<file path="config.mk">
export PLATFORM = sky130hd
export DESIGN_NAME = mvm3_ctrl_flat
export DESIGN_NICKNAME = d
export VERILOG_FILES = /design/src/rtl/mvm3_ctrl_if.sv /design/src/rtl/mvm3_ctrl.sv /design/src/flat_wrapper.sv
export SDC_FILE = /design/constraint.sdc
export NUM_CORES = 1
export LEC_CHECK = 0
export CAP_MARGIN = 20
export CORE_UTILIZATION = 45
export DETAILED_ROUTE_END_ITERATION = 12
export PLACE_DENSITY = 0.68
export SETUP_SLACK_MARGIN = 0.2
export SLEW_MARGIN = 20
export SYNTH_ARGS = -nofsm -noshare
export SYNTH_HDL_FRONTEND = slang
export SYNTH_SLANG_ARGS = --single-unit
</file>
<file path="constraint.sdc">
create_clock -name clk -period 2.66 [get_ports clk]
set_clock_uncertainty 0.15 [all_clocks]
set_input_delay 0.399 -clock clk [delete_from_list [all_inputs] [get_ports clk]]
set_output_delay 0.399 -clock clk [all_outputs]
set_load 0.05 [all_outputs]
</file>
<file path="src/rtl/mvm3_ctrl_if.sv">
// Stream handshake bundle for mvm3_ctrl: input words (s_valid/s_ready) and row results (m_valid/m_ready).
interface mvm3_ctrl_if;
  logic s_valid;
  logic s_ready;
  logic m_valid;
  logic m_ready;

  modport master (output s_valid, output m_ready, input s_ready, input m_valid);
  modport slave  (input s_valid, input m_ready, output s_ready, output m_valid);
endinterface

</file>
<file path="src/rtl/mvm3_ctrl.sv">
// Batch sequencer for the 3x3 matrix-vector multiply datapath: load A, load x, issue MACs per row, hand out rows.
// Optional status outputs (state_o, done_cnt) are built when MVM3_CTRL_STATUS_EN is defined.
module mvm3_ctrl #(
  parameter int M       = 3,
  parameter int N       = 3,
  parameter int MAC_LAT = 1,
  parameter int AW_A    = $clog2(M*N),
  parameter int AW_X    = $clog2(N)
) (
  input  logic            clk,
  input  logic            reset,
  mvm3_ctrl_if.slave      hs,
  output logic            wr_en_a,
  output logic            wr_en_x,
  output logic [AW_A-1:0] addr_a,
  output logic [AW_X-1:0] addr_x,
  output logic            en_acc,
  output logic            clear_acc
`ifdef MVM3_CTRL_STATUS_EN
  ,
  output logic [2:0]      state_o,
  output logic [15:0]     done_cnt
`endif
);

  localparam int RW = (M > 1) ? $clog2(M) : 1;
  localparam int CW = (N > 1) ? $clog2(N) : 1;
  localparam int DW = (MAC_LAT > 1) ? $clog2(MAC_LAT) : 1;

  localparam logic [AW_A-1:0] LAST_A   = AW_A'(M*N - 1);
  localparam logic [AW_A-1:0] LAST_X   = AW_A'(N - 1);
  localparam logic [RW-1:0]   LAST_ROW = RW'(M - 1);
  localparam logic [CW-1:0]   LAST_COL = CW'(N - 1);
  localparam logic [DW-1:0]   LAST_D   = DW'(MAC_LAT - 1);

  typedef enum logic [2:0] {
    LOAD_A  = 3'd0,
    LOAD_X  = 3'd1,
    COMPUTE = 3'd2,
    DRAIN   = 3'd3,
    OUTPUT  = 3'd4
  } state_t;

  state_t             state_q, state_d;
  logic [AW_A-1:0]    cnt_q, cnt_d;
  logic [RW-1:0]      row_q, row_d;
  logic [CW-1:0]      col_q, col_d;
  logic [DW-1:0]      dcnt_q, dcnt_d;
  logic [MAC_LAT-1:0] line_q, line_d;
  logic [MAC_LAT-1:0] tag_q, tag_d;

  logic            s_ready;
  logic            m_valid;
  logic            issue;
  logic            tag;
  logic [AW_A-1:0] rd_addr;

  assign hs.s_ready = s_ready;
  assign hs.m_valid = m_valid;
  assign rd_addr    = AW_A'(int'(row_q) * N + int'(col_q));

  always_comb begin
    state_d   = state_q;
    cnt_d     = cnt_q;
    row_d     = row_q;
    col_d     = col_q;
    dcnt_d    = dcnt_q;
    issue     = 1'b0;
    tag       = 1'b0;
    s_ready   = 1'b0;
    m_valid   = 1'b0;
    wr_en_a   = 1'b0;
    wr_en_x   = 1'b0;
    addr_a    = '0;
    addr_x    = '0;

    case (state_q)
      LOAD_A: begin
        s_ready = 1'b1;
        wr_en_a = hs.s_valid;
        addr_a  = cnt_q;
        if (hs.s_valid) begin
          if (cnt_q == LAST_A) begin
            state_d = LOAD_X;
            cnt_d   = '0;
          end else begin
            cnt_d = cnt_q + AW_A'(1);
          end
        end
      end
      LOAD_X: begin
        s_ready = 1'b1;
        wr_en_x = hs.s_valid;
        addr_x  = AW_X'(cnt_q);
        if (hs.s_valid) begin
          if (cnt_q == LAST_X) begin
            state_d = COMPUTE;
            cnt_d   = '0;
            row_d   = '0;
            col_d   = '0;
          end else begin
            cnt_d = cnt_q + AW_A'(1);
          end
        end
      end
      COMPUTE: begin
        issue  = 1'b1;
        tag    = (col_q == '0);
        addr_a = rd_addr;
        addr_x = AW_X'(col_q);
        if (col_q == LAST_COL) begin
          state_d = DRAIN;
          dcnt_d  = '0;
        end else begin
          col_d = col_q + CW'(1);
        end
      end
      DRAIN: begin
        addr_a = rd_addr;
        addr_x = AW_X'(col_q);
        if (dcnt_q == LAST_D) state_d = OUTPUT;
        else                  dcnt_d  = dcnt_q + DW'(1);
      end
      OUTPUT: begin
        m_valid = 1'b1;
        addr_a  = rd_addr;
        addr_x  = AW_X'(col_q);
        if (hs.m_ready) begin
          col_d = '0;
          if (row_q == LAST_ROW) begin
            state_d = LOAD_A;
            cnt_d   = '0;
            row_d   = '0;
          end else begin
            state_d = COMPUTE;
            row_d   = row_q + RW'(1);
          end
        end
      end
      default: state_d = LOAD_A;
    endcase

    // Issue pulse and first-term tag travel together so clear_acc lines up with its product.
    line_d[0] = issue;
    tag_d[0]  = tag;
    for (int unsigned i = 1; i < MAC_LAT; i++) begin
      line_d[i] = line_q[i-1];
      tag_d[i]  = tag_q[i-1];
    end

    en_acc    = line_q[MAC_LAT-1];
    clear_acc = line_q[MAC_LAT-1] & tag_q[MAC_LAT-1];

    if (reset) begin
      s_ready   = 1'b0;
      m_valid   = 1'b0;
      wr_en_a   = 1'b0;
      wr_en_x   = 1'b0;
      addr_a    = '0;
      addr_x    = '0;
      en_acc    = 1'b0;
      clear_acc = 1'b0;
    end
  end

  always_ff @(posedge clk) begin
    if (reset) begin
      state_q <= LOAD_A;
      cnt_q   <= '0;
      row_q   <= '0;
      col_q   <= '0;
      dcnt_q  <= '0;
      line_q  <= '0;
      tag_q   <= '0;
    end else begin
      state_q <= state_d;
      cnt_q   <= cnt_d;
      row_q   <= row_d;
      col_q   <= col_d;
      dcnt_q  <= dcnt_d;
      line_q  <= line_d;
      tag_q   <= tag_d;
    end
  end

`ifdef MVM3_CTRL_STATUS_EN
  logic [15:0] done_cnt_q, done_cnt_d;

  always_comb begin
    done_cnt_d = done_cnt_q;
    if (m_valid && hs.m_ready) done_cnt_d = done_cnt_q + 16'd1;
  end

  always_ff @(posedge clk) begin
    if (reset) done_cnt_q <= '0;
    else       done_cnt_q <= done_cnt_d;
  end

  assign state_o  = state_q;
  assign done_cnt = done_cnt_q;
`endif

endmodule
</file>
<file path="src/flat_wrapper.sv">
// flat-port wrapper written by rule: the top's interface ports become plain ports
module mvm3_ctrl_flat 
#(
  parameter int M       = 3,
  parameter int N       = 3,
  parameter int MAC_LAT = 1,
  parameter int AW_A    = $clog2(M*N),
  parameter int AW_X    = $clog2(N)
)
  (clk, reset, wr_en_a, wr_en_x, addr_a, addr_x, en_acc, clear_acc, hs_s_valid, hs_m_ready, hs_s_ready, hs_m_valid);
  mvm3_ctrl_if hs_i ();
  input  logic clk;
  input  logic reset;
  output logic wr_en_a;
  output logic wr_en_x;
  output logic [AW_A-1:0] addr_a;
  output logic [AW_X-1:0] addr_x;
  output logic en_acc;
  output logic clear_acc;
  input wire logic [$bits(hs_i.s_valid)-1:0] hs_s_valid;
  input wire logic [$bits(hs_i.m_ready)-1:0] hs_m_ready;
  output wire logic [$bits(hs_i.s_ready)-1:0] hs_s_ready;
  output wire logic [$bits(hs_i.m_valid)-1:0] hs_m_valid;
  assign hs_i.s_valid = hs_s_valid;
  assign hs_i.m_ready = hs_m_ready;
  assign hs_s_ready = hs_i.s_ready;
  assign hs_m_valid = hs_i.m_valid;
  mvm3_ctrl #(.M(M), .N(N), .MAC_LAT(MAC_LAT), .AW_A(AW_A), .AW_X(AW_X)) u_core (.clk(clk), .reset(reset), .hs(hs_i), .wr_en_a(wr_en_a), .wr_en_x(wr_en_x), .addr_a(addr_a), .addr_x(addr_x), .en_acc(en_acc), .clear_acc(clear_acc));
endmodule
</file>
==> impl_metrics.yaml <==
run_status:
  status: "finished with violations"
  violations: "setup timing"
pwr:
  swShare_pct: 29.18
  powerDensity_nw_per_um2: 277.3
  clkPwrFrac_pct: 33.3
  p_int_uw: 284.3
  p_sw_uw: 117.2
  irDropWorstVdd_v: 0.0002207
  combPwrFrac_pct: 16.3
  p_leak_uw: 0.0005404
  power_uw: 401.5
  seqPwrFrac_pct: 50.4
floorplan:
  rows: 17
  initial_utilization_pct: 47.51
  die-area_um2: 2533
  die_h_um: 50.33
  boundaryPins: 16
  core_um2: 2212
  die_width_um: 50.33
final_layout:
  area_delta_synth_final_pct: 37.74
  layoutNonFillerInstCount: 178
  fin_util_pct: 65.44
  antenna_cells: 0
  multi_input_area_um2: 775.7
  final_nets: 167
  final_common_cell: "nor2_1"
  final_cell_mix: "nor2_1, nand2_1"
  fillCellCount: 201
  drive_above_1_share_pct: 27.33
  ff_latch_area_um2: 265.3
placement:
  placed_cells: 172
  dp_slack_ns: -0.1013
  place_congestion: 0.7669
  port_buffers: 15
  post-dp-hpwl_um: 1933
setup_path:
  startpoint_type: "flip-flop"
  reg2reg_to: "u_core.cnt_q[3]"
  cp-end-kind: "output pin"
  crit_slowest_cell: "fa_1"
  crit_type: "reg -> out"
  r2r_cells: 7
  rr_startpoint: "u_core.row_q[0]"
  required_ns: 2.11
  cp_top_family: "adder cells"
  cp.arrival_ns: 2.38
  critPathMaxStageDelay_ns: 0.58
  worstPathMaxFanout: 2
  r2r_setup_slack_ns: 0.81
  cp_num_buf_inv: 1
  crit_chain: "fa_1 -> ha_4 -> fa_2 -> a22o_1 -> a22oi_2 -> nor2_4 -> buf_6"
synthesis:
  ys_ff_latch: 13
  ys.flop_type: "dfxtp_1"
  netlist_area_um2: 1051
  synth_nets: 146
  ys_warn_count: 0
  synth_area_per_cell_um2: 8.085
  synth_cell_type_count: 38
  syn_inst: 130
  synth_edf_count: 0
  synthArstFlopShare_pct: 0
  yosysSeqAreaShare_pct: 24.76
min_path:
  min_from: "u_core.cnt_q[0]"
  worstHoldEndpoint: "u_core.cnt_q[0]"
  holdCritPathClass: "reg -> reg"
  whs_path_depth: 2
clock_tree:
  htree_levels: 1
  cts_sinks: 13
  cts_tree: "built"
  path_clk_slew_ns: 0.09
  root_buffer: "clkbuf_4"
  cts_buffer_depth: 2
  clk_latency_ns: 0.29
  cts_made_buffers: 3
route:
  route.detailed.drc: 0
  firstDrtPassIters: 4
  vias: 1003
  ant_nets: 0
  vias_per_cell: 5.635
  drtIter0Drc: 20
  totalWireLength_um: 2573
  wire_per_inst_um: 14.46
sta:
  tightest_slew_ns: 0.5491
  fmax_ghz: 0.3410
  slew_violations: 0
  fin_crit_ns: 2.932
  setup_viol: 2
  finalHoldViolCount: 0
  slew_headroom_pct: 63.39
  setup_ws_ns: -0.2724
  rsz0062_at_grt: "yes"
  post-route-period-util_pct: 110.2
flow_run:
  drv_cap: 0
global_routing:
  grtUsageTotal_pct: 23.19
  grtUsageMet2_pct: 39.11
  grt_pass1_wl_um: 4491
  use_met3_pct: 5.758
  antenna_found_initial: 0
  met1_usage_pct: 28.52
  top_usage_layer: "met2"
  grt_pass1_vias: 991
  grt_max_degree: 22
  overflow: 0
registers in the layout, summed over array words and instances (netlist names):
register,cells
u_core.cnt_q,4
u_core.state_q,3
u_core.col_q,2
u_core.row_q,2
u_core.line_q,1
u_core.tag_q,1
metrics by stage:
stage	setup TNS [ns]	area, um2	hold slack (ns)
floorplan	0	1082	0.3295
global placement	-0.06192	1368	0.3805
detailed placement	-0.1013	1368	0.3819
CTS	-0.4486	1445	0.3941
global route	-0.5661	1448	0.4451
finish	-0.4032	1448	0.3940
worst register-to-register path, stage by stage (launching register included):
cell      delay [ns]
dfxtp_2         0.34
buf_4           0.14
inv_1           0.10
ha_1            0.19
nand4b_1        0.14
a21oi_1         0.36
o211ai_1        0.16
a31oi_1         0.20
final cells by class:
| cell class | instances | area share, % |
|---|---|---|
| sequential | 13 | 18.32 |
| multi-input combinational | 100 | 53.59 |
| tap | 28 | 2.420 |
| inverter | 9 | 2.334 |
| timing repair buffer | 24 | 21.52 |
| clock buffer | 4 | 1.815 |
what timing repair did:
| item | 4_1_cts | 5_1_grt |
|---|---|---|
| setup buffers | 2 | 0 |
| hold buffers | 0 | 0 |
| resized for setup | 9 | 2 |
| setup endpoints to repair | 5 | 6 |
| pin swaps | 9 | 3 |
metal layers:
| metal | vias to the layer above | part of all wire [%] | wire (um) |
|---|---|---|---|
| li1 | 503 | - | - |
| met1 | 484 | 45 | 1164 |
| met2 | 12 | 50 | 1278 |
| met3 | 4 | 3.3 | 86 |
| met4 | 0 | 1.7 | 43 |
| met5 | - | 0 | 0 |
cells by family (layout without fill, tap and decap cells):
kind of cell    after synthesis  after routing  synth area share (%)
compound gates               33             33                 23.33
xor+xnor                      1              1                0.8335
fa+ha+maj                    12             12                 15.71
buf+inv                      17             37                 6.548
flops                        13             13                 24.76
mux                           3              3                 2.857
simple gates                 51             51                 25.95
worst max-delay path by stage:
stage                     depth (start not counted)  slack, ns            start        end
final                                             7      -0.27  u_core.row_q[0]  addr_a[2]
after global routing                              7      -0.35  u_core.row_q[0]  addr_a[2]
after CTS                                         7      -0.30  u_core.col_q[1]  addr_a[2]
after detailed placement                          7      -0.10  u_core.col_q[1]  addr_a[2]
after global placement                            7      -0.06  u_core.col_q[1]  addr_a[2]
after floorplan                                   6       0.04  u_core.col_q[1]  addr_a[2]
power by group through the flow:
stage / clock (uW) / combinational, uW / sequential [uW]
2_1_floorplan: 0 / 37.6 / 205
3_3_place_gp: 0 / 62.5 / 207
3_5_place_dp: 0 / 64.3 / 207
4_1_cts: 138 / 65.8 / 202
5_1_grt: 143 / 70.2 / 203
6_report: 134 / 65.6 / 202
Yosys cell counts, types with 4 or more instances:
cell / count / area [um2]
nand2_1: 10 / 37.54
a22o_1: 4 / 35.03
nor2_1: 16 / 60.06
a22oi_1: 6 / 45.04
ha_1: 10 / 125.1
nand2b_1: 5 / 31.28
dfxtp_1: 13 / 260.3
inv_1: 9 / 33.78
o211ai_1: 4 / 30.03
a21oi_1: 4 / 20.02
buf_2: 4 / 20.02
nand3_1: 4 / 20.02
Note: power is estimated with default switching activity, not from simulation.
